--- src/rtl/dmem_arb.sv ---
// dmem_arb: two-port data-memory arbiter (core LSU port c_*, external
// loader/debug port x_*) in front of a single synchronous memory port d_*.
//
// Ports:
//   clk, rst_n                      clock, synchronous active-low reset
//   c_req/c_we/c_addr/c_wdata       core request (c_we == 0 is a load)
//   c_gnt/c_rvalid/c_rdata          core grant, load-return valid and data
//   x_req/x_we/x_addr/x_wdata       external request
//   x_gnt/x_rvalid/x_rdata          external grant, load-return valid and data
//   x_lock                          external port asks to keep ownership
//   d_addr/d_we/d_wr_data           memory request (d_we == 0 when idle)
//   d_rd_data                       memory read data, one cycle after address
//
// Arbitration: the core normally wins. The external port wins when the core
// is idle or when it has been denied STARVE_LIMIT consecutive cycles.
//
// Optional feature: define DMEM_ARB_LOCK_EN to let the external port hold
// ownership with x_lock. Without it x_lock is accepted but ignored.

module dmem_arb #(
  parameter int unsigned STARVE_LIMIT = 4
) (
  input  logic        clk,
  input  logic        rst_n,
  input  logic        c_req,
  input  logic [3:0]  c_we,
  input  logic [31:0] c_addr,
  input  logic [31:0] c_wdata,
  output logic        c_gnt,
  output logic        c_rvalid,
  output logic [31:0] c_rdata,
  input  logic        x_req,
  input  logic [3:0]  x_we,
  input  logic [31:0] x_addr,
  input  logic [31:0] x_wdata,
  output logic        x_gnt,
  output logic        x_rvalid,
  output logic [31:0] x_rdata,
  input  logic        x_lock,
  output logic [31:0] d_addr,
  output logic [3:0]  d_we,
  output logic [31:0] d_wr_data,
  input  logic [31:0] d_rd_data
);

  localparam logic [3:0] LIMIT = 4'(STARVE_LIMIT);

  logic [3:0] r_starve_cnt;
  logic       r_c_rd_pend;
  logic       r_x_rd_pend;
  logic       w_x_pri;
  logic       w_x_gnt;
  logic       w_c_gnt;

`ifdef DMEM_ARB_LOCK_EN
  logic r_lock;

  always_ff @(posedge clk) begin
    if (!rst_n) begin
      r_lock <= 1'b0;
    end else if (w_x_gnt && x_lock) begin
      r_lock <= 1'b1;
    end else if (!x_req || (w_x_gnt && !x_lock)) begin
      r_lock <= 1'b0;
    end
  end

  assign w_x_pri = (r_starve_cnt == LIMIT) | r_lock;
`else
  logic w_unused_lock;
  assign w_unused_lock = x_lock;
  assign w_x_pri       = (r_starve_cnt == LIMIT);
`endif

  // Grants are combinational and forced low during reset so no access issues.
  always_comb begin
    w_x_gnt = rst_n & x_req & (~c_req | w_x_pri);
    w_c_gnt = rst_n & c_req & ~w_x_gnt;
  end

  // Counts consecutive denied cycles of the external port; saturates.
  always_ff @(posedge clk) begin
    if (!rst_n) begin
      r_starve_cnt <= '0;
    end else if (!x_req || w_x_gnt) begin
      r_starve_cnt <= '0;
    end else if (r_starve_cnt != LIMIT) begin
      r_starve_cnt <= r_starve_cnt + 4'd1;
    end
  end

  // Read owner for the data returning next cycle.
  always_ff @(posedge clk) begin
    if (!rst_n) begin
      r_c_rd_pend <= 1'b0;
      r_x_rd_pend <= 1'b0;
    end else begin
      r_c_rd_pend <= w_c_gnt & (c_we == 4'b0000);
      r_x_rd_pend <= w_x_gnt & (x_we == 4'b0000);
    end
  end

  // A load granted just before reset asserts still has its pending flag set
  // during the first reset cycle; gating with rst_n keeps rvalid low there.
  always_comb begin
    c_rvalid = rst_n & r_c_rd_pend;
    x_rvalid = rst_n & r_x_rd_pend;
    c_rdata  = d_rd_data;
    x_rdata  = d_rd_data;
    c_gnt    = w_c_gnt;
    x_gnt    = w_x_gnt;
  end

  always_comb begin
    d_addr    = w_x_gnt ? x_addr  : c_addr;
    d_wr_data = w_x_gnt ? x_wdata : c_wdata;
    if (w_x_gnt) begin
      d_we = x_we;
    end else if (w_c_gnt) begin
      d_we = c_we;
    end else begin
      d_we = '0;
    end
  end

endmodule
--- config.mk ---
export PLATFORM = sky130hd
export DESIGN_NAME = dmem_arb
export DESIGN_NICKNAME = d
export VERILOG_FILES = /design/src/rtl/dmem_arb.sv
export SDC_FILE = /design/constraint.sdc
export NUM_CORES = 1
export LEC_CHECK = 0
export BUFFER_PORTS_ARGS = -buffer_cell sky130_fd_sc_hd__clkbuf_2
export CORE_AREA = 2 2 122 124
export DETAILED_ROUTE_END_ITERATION = 10
export DIE_AREA = 0 0 124 126
export GPL_ROUTABILITY_DRIVEN = 0
export PLACE_DENSITY = 0.42
export RECOVER_POWER = 50
export SYNTH_ARGS = -nofsm -noshare
export SYNTH_HDL_FRONTEND = slang
export SYNTH_SLANG_ARGS = --single-unit
--- constraint.sdc ---
create_clock -name clk -period 4.05 [get_ports clk]
set_clock_uncertainty 0.15 [all_clocks]
set_input_delay 0.81 -clock clk [delete_from_list [all_inputs] [get_ports clk]]
set_output_delay 0.81 -clock clk [all_outputs]
set_load 0.1 [all_outputs]
Word level (Yosys, flattened, before mapping)
Cells that the tools add are included.
- flip-flop bits (word level): 6
- latch bits: 0
- memory bits (writable): 0
- memory bits (read-only): 0
- output and inout port bits: 136
- word-level logic and storage cells: 27
- memories kept: 0
- add/sub/neg operators: 1
- multiply operators: 0
- divide/modulo/power cells: 0
- magnitude comparators: 0
- equality and inequality tests: 2
- shifts and indexed selects: 0
- mux-type cells: 4
- bitwise operators: 12
- reduce and logical (&&, ||, !) cells: 5
- operator list (operator ; number):
    $mux W32 ; 2
    $and A1 B1 Y1 ; 8
    $logic_not A4 Y1 ; 2
    $mux W4 ; 2
    $add A4 B1 Y4 const B ; 1
    $eq A4 B3 Y1 const B ; 1
    $ne A4 B3 Y1 const B ; 1
    $not A1 Y1 ; 3
    $reduce_or A2 Y1 ; 1
    $logic_not A1 Y1 ; 1
    $logic_or A1 B1 Y1 ; 1
    $or A1 B1 Y1 ; 1

Depth between registers and ports, before layout
Gate-level depths: netlist (run 1).
- word-level depth: 7
- gate-level depth with buffers: 6

Worst setup path after synthesis (run 1)
OpenSTA, ideal clock, no wires.
- path kind: input to output
- start: input port x_req
- end: output port d_we[0]
- arrival time: 2468 ps
- data required time: 3090 ps
- slack: 622 ps
- cell stages on the path: 3
- buffers on the path: 0
- path through: inv_1 > o211a_1 > a22o_1
- longest elaborated chain between the ends: 6
- ends and longest elaborated chain (element ; line ; RTL):
    start: declaration ; 32 ; input logic x_req,
    $and A1 B1 Y1 (2 in series) ; 77 ; w_x_gnt = rst_n & x_req & (~c_req | w_x_pri);
    $not A1 Y1 ; 78 ; w_c_gnt = rst_n & c_req & ~w_x_gnt;
    $and A1 B1 Y1 ; 78 ;
    named net c_gnt ; 29 ; output logic c_gnt,
    $mux W4 ; 119 ; end else if (w_c_gnt) begin
    $mux W4 ; 117 ; if (w_x_gnt) begin
    end: declaration ; 41 ; output logic [3:0] d_we,
The timed path passes the listed nets, and every way through them passes these cells.

Final worst setup path (run 1)
- start: input port rst_n
- end: output port d_wr_data[14]
- longest elaborated chain between the ends: 3
- ends and longest elaborated chain (element ; line ; RTL):
    start: declaration ; 24 ; input logic rst_n,
    $and A1 B1 Y1 (2 in series) ; 77 ;
    $mux W32 ; 116 ; d_wr_data = w_x_gnt ? x_wdata : c_wdata;
    end: declaration ; 42 ; output logic [31:0] d_wr_data,
No other way between the ends.

==> metrics.yaml, run 1 <==
cells_and_area:
  area_growth_pct: 50.62
  drive_above_1_share_pct: 87.26
  layout.cells.non_filler: 498
  antenna_cells: 0
  layout.nets: 491
global_routing:
  grt_pass1_wl_mm: 7.107
  grt_use_total_pct: 5.875
  antenna_found_initial: 1
  grt_max_degree: 71
  grt_overflow: 0
  grt_pass1_vias: 1475
critical_path:
  worst-path-max-fanout: 70
  start_kind: "input pin"
  path_class: "input pin to primary output"
  cp_data_arrival_time_ps: 2330
  cp_cell_sequence: "clkbuf_2, nand2_1, a21oi_4, buf_12, mux2_2, clkbuf_2"
  crit_buf_inv: 3
  crit_cells: 6
  worst_path_most_repeated_cell: "clkbuf_2"
  crit_path_end_kind: "primary output"
  reg2reg_depth: 6
  cp_top_family: "buffers and inverters"
  critPathRequiredTime_ps: 3090
  crit_slowest_cell: "mux2_2"
  cpPeakStageDelay_ps: 400
timing:
  setup-violations-final: 0
  rsz0062_at_grt: "no"
  slew_viol_final: 0
  slew_headroom_pct: 22.46
  fmax_mhz: 304.0
  final_hold_viol_count: 0
  tightest_slew_ps: 1168
  finalCritPeriodShare_pct: 81.22
  min_period_ps: 3290
  tns_ps: 0
power_and_ir_drop:
  ir_drop_v: 0.00007475
  pwr_density_cell_mw_per_mm2: 317.1
  power.leakage_nw: 1.290
clock_tree:
  cts_setup_buffers: 0
  cts_hold_buf: 0
  root_buffer: "clkbuf_16"
  clk_pin_slew_worst_paths_ps: 30
  cts_max_level: 1
  post_cts_resized: 0
  cts_tree: "yes"
  numCtsBuffers: 3
  clk_latency_ps: 230
  cts_sinks: 6
  clk_path_buf_depth: 2
logic_synthesis:
  synth.avg_cell_area_um2: 9.465
  yosysSeqAreaShare_pct: 7.465
  yosysWarnings: 0
  syn_area_mm2: 0.001609
  synth.area.top_cells: "mux2_2 (41%), buf_4 (30%), dfxtp_1 (7.5%)"
  syn_inst: 170
  synth_common_cells: "buf_4 (65), mux2_2 (59), dfxtp_1 (6), mux2_1 (6)"
  ys_seq_elements: 6
  synth_edf_count: 0
  synthArstFlopShare_pct: 0
  yosysUniqueCellTypes: 21
  synthFlopType: "dfxtp_1"
  yosys.cell_count.top_type: "buf_4"
  synth.top_cell.area_share_pct: 41.29
  synth_nets: 345
  yosysTopAreaCell: "mux2_2"
floorplanning:
  coreArea_mm2: 0.01431
  die_y_um: 126
  boundaryPins: 309
  fp.dieArea_mm2: 0.01562
  start_util_pct: 11.24
  fp-row-count: 44
  die_w_um: 124
routing:
  wl_per_cell_um: 10.82
  viasPerCell: 3.424
  num_vias: 1705
  firstDrtPassIters: 4
  drc: 0
  wirelength_mm: 5.386
  antenna_left: 0
  drt_first_iter_violations: 19
placed_design:
  io_buffers: 211
  dp_hpwl_mm: 4.812
  dp.cells: 495
run_status:
  outcome: "finished clean"
hold_path:
  min_path_type: "register to register"
  holdPathStages: 1
job:
  cap_violations: 0
[area by class of cell]
class / count / area, um^2
fillers: 1640 / 11890
repair buffers: 212 / 1075
multi-input cells: 89 / 908.4
well taps: 184 / 230.2
flip-flops and latches: 6 / 120.1
clock buffers: 3 / 75.07
inverters: 4 / 15.01
[power breakdown]
group / internal [mW] / total, mW / switching [mW]
clock network: 0.127 / 0.158 / 0.0319
registers: 0.0602 / 0.0607 / 0.000499
logic: 0.121 / 0.549 / 0.429
[worst reg2reg max path, stage by stage (launching register included)]
cell and delay, ps:
dfxtp_1 320, inv_1 60, ha_1 130, nand3b_1 160
a21oi_4 210, buf_12 330, and2_1 180
[worst paths after layout]
| kind | startpoint | end | slack [ps] |
|---|---|---|---|
| max | rst_n | d_wr_data[14] | 760 |
| min | r_starve_cnt[0]$_SDFFE_PP0N_ | r_starve_cnt[0]$_SDFFE_PP0N_ | 310 |
| max reg2reg | r_starve_cnt[0]$_SDFFE_PP0N_ | r_x_rd_pend$_SDFF_PN0_ | 2450 |
| min reg2reg | r_starve_cnt[0]$_SDFFE_PP0N_ | r_starve_cnt[0]$_SDFFE_PP0N_ | 310 |
[layer usage]
| layer | global-route usage (%) | up-vias | part of all wire [%] |
|---|---|---|---|
| met5 | 0 | - | 0.24 |
| met2 | 10.12 | 137 | 47 |
| met4 | 2.578 | 2 | 2.0 |
| met1 | 6.373 | 742 | 35 |
| li1 | - | 809 | - |
| met3 | 2.174 | 15 | 16 |
[metrics by stage]
| stage | hold slack [ps] | power, mW | util (%) | setup slack [ps] | instance area [um^2] |
|---|---|---|---|---|---|
| detailed placement | 313.3 | 0.6141 | 16.42 | 765.9 | 2350 |
| CTS | 325.3 | 0.7761 | 16.94 | 765.8 | 2425 |
| floorplan | 279.7 | 0.7989 | - | 621.6 | 1609 |
| global route | 341.5 | 0.7975 | 16.93 | 666.1 | 2424 |
| global placement | 293.4 | 0.6116 | 16.42 | 782.6 | 2350 |
| finish | 313.3 | 0.7686 | 16.93 | 760.4 | 2424 |
[registers in the layout, summed over array words and instances, names as in the netlist]
| signal | flops |
|---|---|
| r_starve_cnt | 4 |
| r_x_rd_pend | 1 |
| r_c_rd_pend | 1 |
[cells by family (layout without fill, tap and decap cells)]
family	count (synthesis)	count (layout)	share of synthesized area, %
buffers and inverters	75	219	36.08
multiplexers	65	65	45.49
AND/OR/NAND/NOR	15	15	5.054
flip-flops	6	6	7.465
AO/OA/AOI/OAI	5	5	3.267
adder cells (fa/ha/maj)	2	2	1.555
XOR/XNOR	2	2	1.089
[layout by cell type, fill, tap and decap left out]
master,n
buf_12,1
a22o_1,3
clkbuf_1,1
xor2_1,1
nand4_1,1
and3_1,1
nand2_1,1
clkbuf_2,210
clkbuf_16,3
mux2_2,59
nor2_1,4
a21oi_4,1
o211a_1,1
ha_1,2
nand3b_1,1
nand3_1,1
dfxtp_1,6
inv_1,4
xnor2_1,1
mux2_1,6
nor4_1,2
and2_1,4
No activity file was read; power rests on OpenSTA's default activity.
==> inputs of run 2 (changes only) <==
--- a/config.mk
+++ b/config.mk
@@ -6,11 +6,11 @@
 export NUM_CORES = 1
 export LEC_CHECK = 0
 export BUFFER_PORTS_ARGS = -buffer_cell sky130_fd_sc_hd__clkbuf_2
-export CORE_AREA = 2 2 122 124
+export CORE_AREA = 2 2 120 122
 export DETAILED_ROUTE_END_ITERATION = 10
-export DIE_AREA = 0 0 124 126
+export DIE_AREA = 0 0 122 124
 export GPL_ROUTABILITY_DRIVEN = 0
-export PLACE_DENSITY = 0.42
+export PLACE_DENSITY = 0.45
 export RECOVER_POWER = 50
 export SYNTH_ARGS = -nofsm -noshare
 export SYNTH_HDL_FRONTEND = slang
==> constraint.sdc (replaced) <==
create_clock -name clk -period 2.72 [get_ports clk]
set_clock_uncertainty 0.15 [all_clocks]
set_input_delay 0.544 -clock clk [delete_from_list [all_inputs] [get_ports clk]]
set_output_delay 0.544 -clock clk [all_outputs]
set_load 0.1 [all_outputs]
==> run 2 against run 1 <==
Die area down 3.2%; design area up 51%; sequential power up 49%; cell count up 0.40%; combinational power up 110%; count of clock-buffer cells in the layout unchanged; via count up 4.5%; total power up 90%; sequential cell count unchanged; wire length up 26%; critical path type is now register to primary output; critical endpoint is now d_wr_data[18]; highest routed layer is now met4.
==> metrics.yaml, run 2 (synthesis gave the netlist of run 1 again) <==
power_and_ir_drop:
  power.leakage_nw: 1.773  # +37%
  pwr_density_cell_mw_per_mm2: 400.1  # +26%
  power_mw: 1.463  # +90%
  ir_drop_v: 0.0001516  # +100%
floorplanning:
  start_util_pct: 11.73  # +0.49 points
  die_w_um: 122  # -1.6%
  boundaryPins: 309  # unchanged
  die_y_um: 124  # -1.6%
  coreArea_mm2: 0.01372  # -4.2%
  fp-row-count: 43  # -2.3%
  fp.dieArea_mm2: 0.01513  # -3.2%
cells_and_area:
  regMostFlops: "r_starve_cnt"
  largest_reg_flops: 4  # unchanged
  drive_above_1_share_pct: 91.25  # +4.0 points
  reg.largest.list: "r_starve_cnt: 4 flops, r_c_rd_pend: 1 flops, r_x_rd_pend: 1 flops"
  area_growth_pct: 127.2
  antenna_cells: 0  # unchanged
  n_fill_cell: 1437  # -12%
  layout.nets: 497  # +1.2%
  final_cell_mix: "clkbuf_2 (142), buf_12 (72), mux2_2 (42), mux2_4 (23)"
  mostFrequentLayoutCell: "clkbuf_2"
clock_tree:
  cts_max_level: 1  # unchanged
  numCtsBuffers: 3  # unchanged
  root_buffer: "clkbuf_16"
  cts_hold_buf: 0  # unchanged
  clk_pin_slew_worst_paths_ps: 30  # about the same
  clk_latency_ps: 230  # about the same
  cts_tree: "yes"
  cts_sinks: 6  # unchanged
  clk_path_buf_depth: 2  # unchanged
placed_design:
  io_buffers: 211  # unchanged
  dp_hpwl_mm: 5.638  # +17%
timing:
  tns_ps: 0  # unchanged
  slew_viol_final: 0  # unchanged
  fmax_mhz: 373.0
  finalCritPeriodShare_pct: 98.57
  final_hold_viol_count: 0  # unchanged
  whs_ps: 278.3  # -35.05 ps
  slew_headroom_pct: 63.48  # +41 points
  min_period_ps: 2681
  setup-violations-final: 0  # unchanged
  rsz0062_at_grt: "yes"
  tightest_slew_ps: 550.2  # -617.8 ps
routing:
  antenna_left: 0  # unchanged
  firstDrtPassIters: 4  # unchanged
  drc: 0  # unchanged
  viasPerCell: 3.562  # +4.0%
  wirelength_mm: 6.801  # +26%
  num_vias: 1781  # +4.5%
  drt_first_iter_violations: 13  # -6
  wl_per_cell_um: 13.60  # +26%
run_status:
  outcome: "finished clean"
critical_path:
  crit_path_end_kind: "primary output"
  cp_data_arrival_time_ps: 1990  # -340 ps
  reg2reg_from: "r_starve_cnt[0]$_SDFFE_PP0N_"
  start_kind: "register"
  reg2reg_depth: 7  # +1
  worstReg2RegEnd: "r_x_rd_pend$_SDFF_PN0_"
  critPathRequiredTime_ps: 2030  # -1060 ps
  worst-path-max-fanout: 16  # -77%
  path_class: "register to primary output"
  r2r_slack_ps: 1140  # -1310 ps
global_routing:
  antenna_found_initial: 0  # -1
  grt_use_total_pct: 6.798  # +0.92 points
  grt_max_degree: 39  # -45%
  grt_overflow: 0  # unchanged
  grt_pass1_wl_mm: 8.093  # +14%
  grt_pass1_vias: 1660  # +13%
job:
  cap_violations: 0  # unchanged
hold_path:
  worst_hold_path.endpoint: "r_starve_cnt[0]$_SDFFE_PP0N_"
  worstHoldStart: "r_starve_cnt[0]$_SDFFE_PP0N_"
  holdPathStages: 1  # unchanged
  min_path_type: "register to register"
## run 2: cell types whose count changed in the layout (fill, tap and decap cells not counted), moves of 3 or more
| cell | before | now |
|---|---|---|
| clkbuf_2 | 210 | 142 |
| mux2_1 | 6 | 0 |
| mux2_4 | 0 | 23 |
| a22o_1 | 3 | 0 |
| buf_12 | 1 | 72 |
| a22o_2 | 0 | 3 |
| mux2_2 | 59 | 42 |
## run 2: routing by layer
layer	share of wire, %	up-vias	track usage [%]	wire (um)
li1	-	824	-	-
met1	34	798	7.221	2321
met2	51	135	12.19	3479
met3	12	24	2.152	849
met4	2.2	0	3.305	151
met5	0	-	0	0
## run 2: cell type report
cell class	instances	area, um^2	share of cell area, %
multi-input cells	89	998.5	27.31
well taps	180	225.2	6.160
repair buffers	218	2221	60.75
inverters	4	15.01	0.4107
flip-flops and latches	6	121.4	3.320
clock buffers	3	75.07	2.053
## run 2: timing repair
item	4_1_cts	5_1_grt
endpoints found under the hold margin	0	0
gates resized for setup	0	25
pin swaps	0	1
setup buffers	0	2
gates cloned	0	3
endpoints found under the setup margin	8	65
## run 2: worst max-delay path by stage
stage                                             from            end  cells past startpoint
final                     r_starve_cnt[0]$_SDFFE_PP0N_  d_wr_data[18]                      8
after global routing      r_starve_cnt[0]$_SDFFE_PP0N_  d_wr_data[11]                      8
after CTS                 r_starve_cnt[0]$_SDFFE_PP0N_   d_wr_data[8]                      7
after detailed placement                         rst_n   d_wr_data[8]                      6
after global placement                           rst_n   d_wr_data[8]                      6
after floorplan           r_starve_cnt[0]$_SDFFE_PP0N_  d_wr_data[19]                      6
## run 2: report_power, final
group	internal, mW	switching, mW
sequential	0.0897	0.000731
combinational	0.440	0.696
clock	0.188	0.0479
## run 2: through the flow
| stage | setup slack, ps | instances | util [%] | area (um^2) |
|---|---|---|---|---|
| floorplan | 113.6 | 170 | - | 1613 |
| global placement | 222.8 | 492 | 24.82 | 3405 |
| detailed placement | 211.7 | 492 | 24.82 | 3405 |
| CTS | -11.37 | 495 | 25.36 | 3480 |
| global route | -60.80 | 500 | 26.65 | 3656 |
| finish | 38.78 | 500 | 26.65 | 3656 |
## run 2: worst max-delay path, cell delays in order (launching register included)
cell and delay [ps]:
dfxtp_2 320, inv_1 50, ha_1 140, nand3b_1 170, a21oi_4 190, buf_12 150
buf_12 160, mux2_2 390, buf_12 170
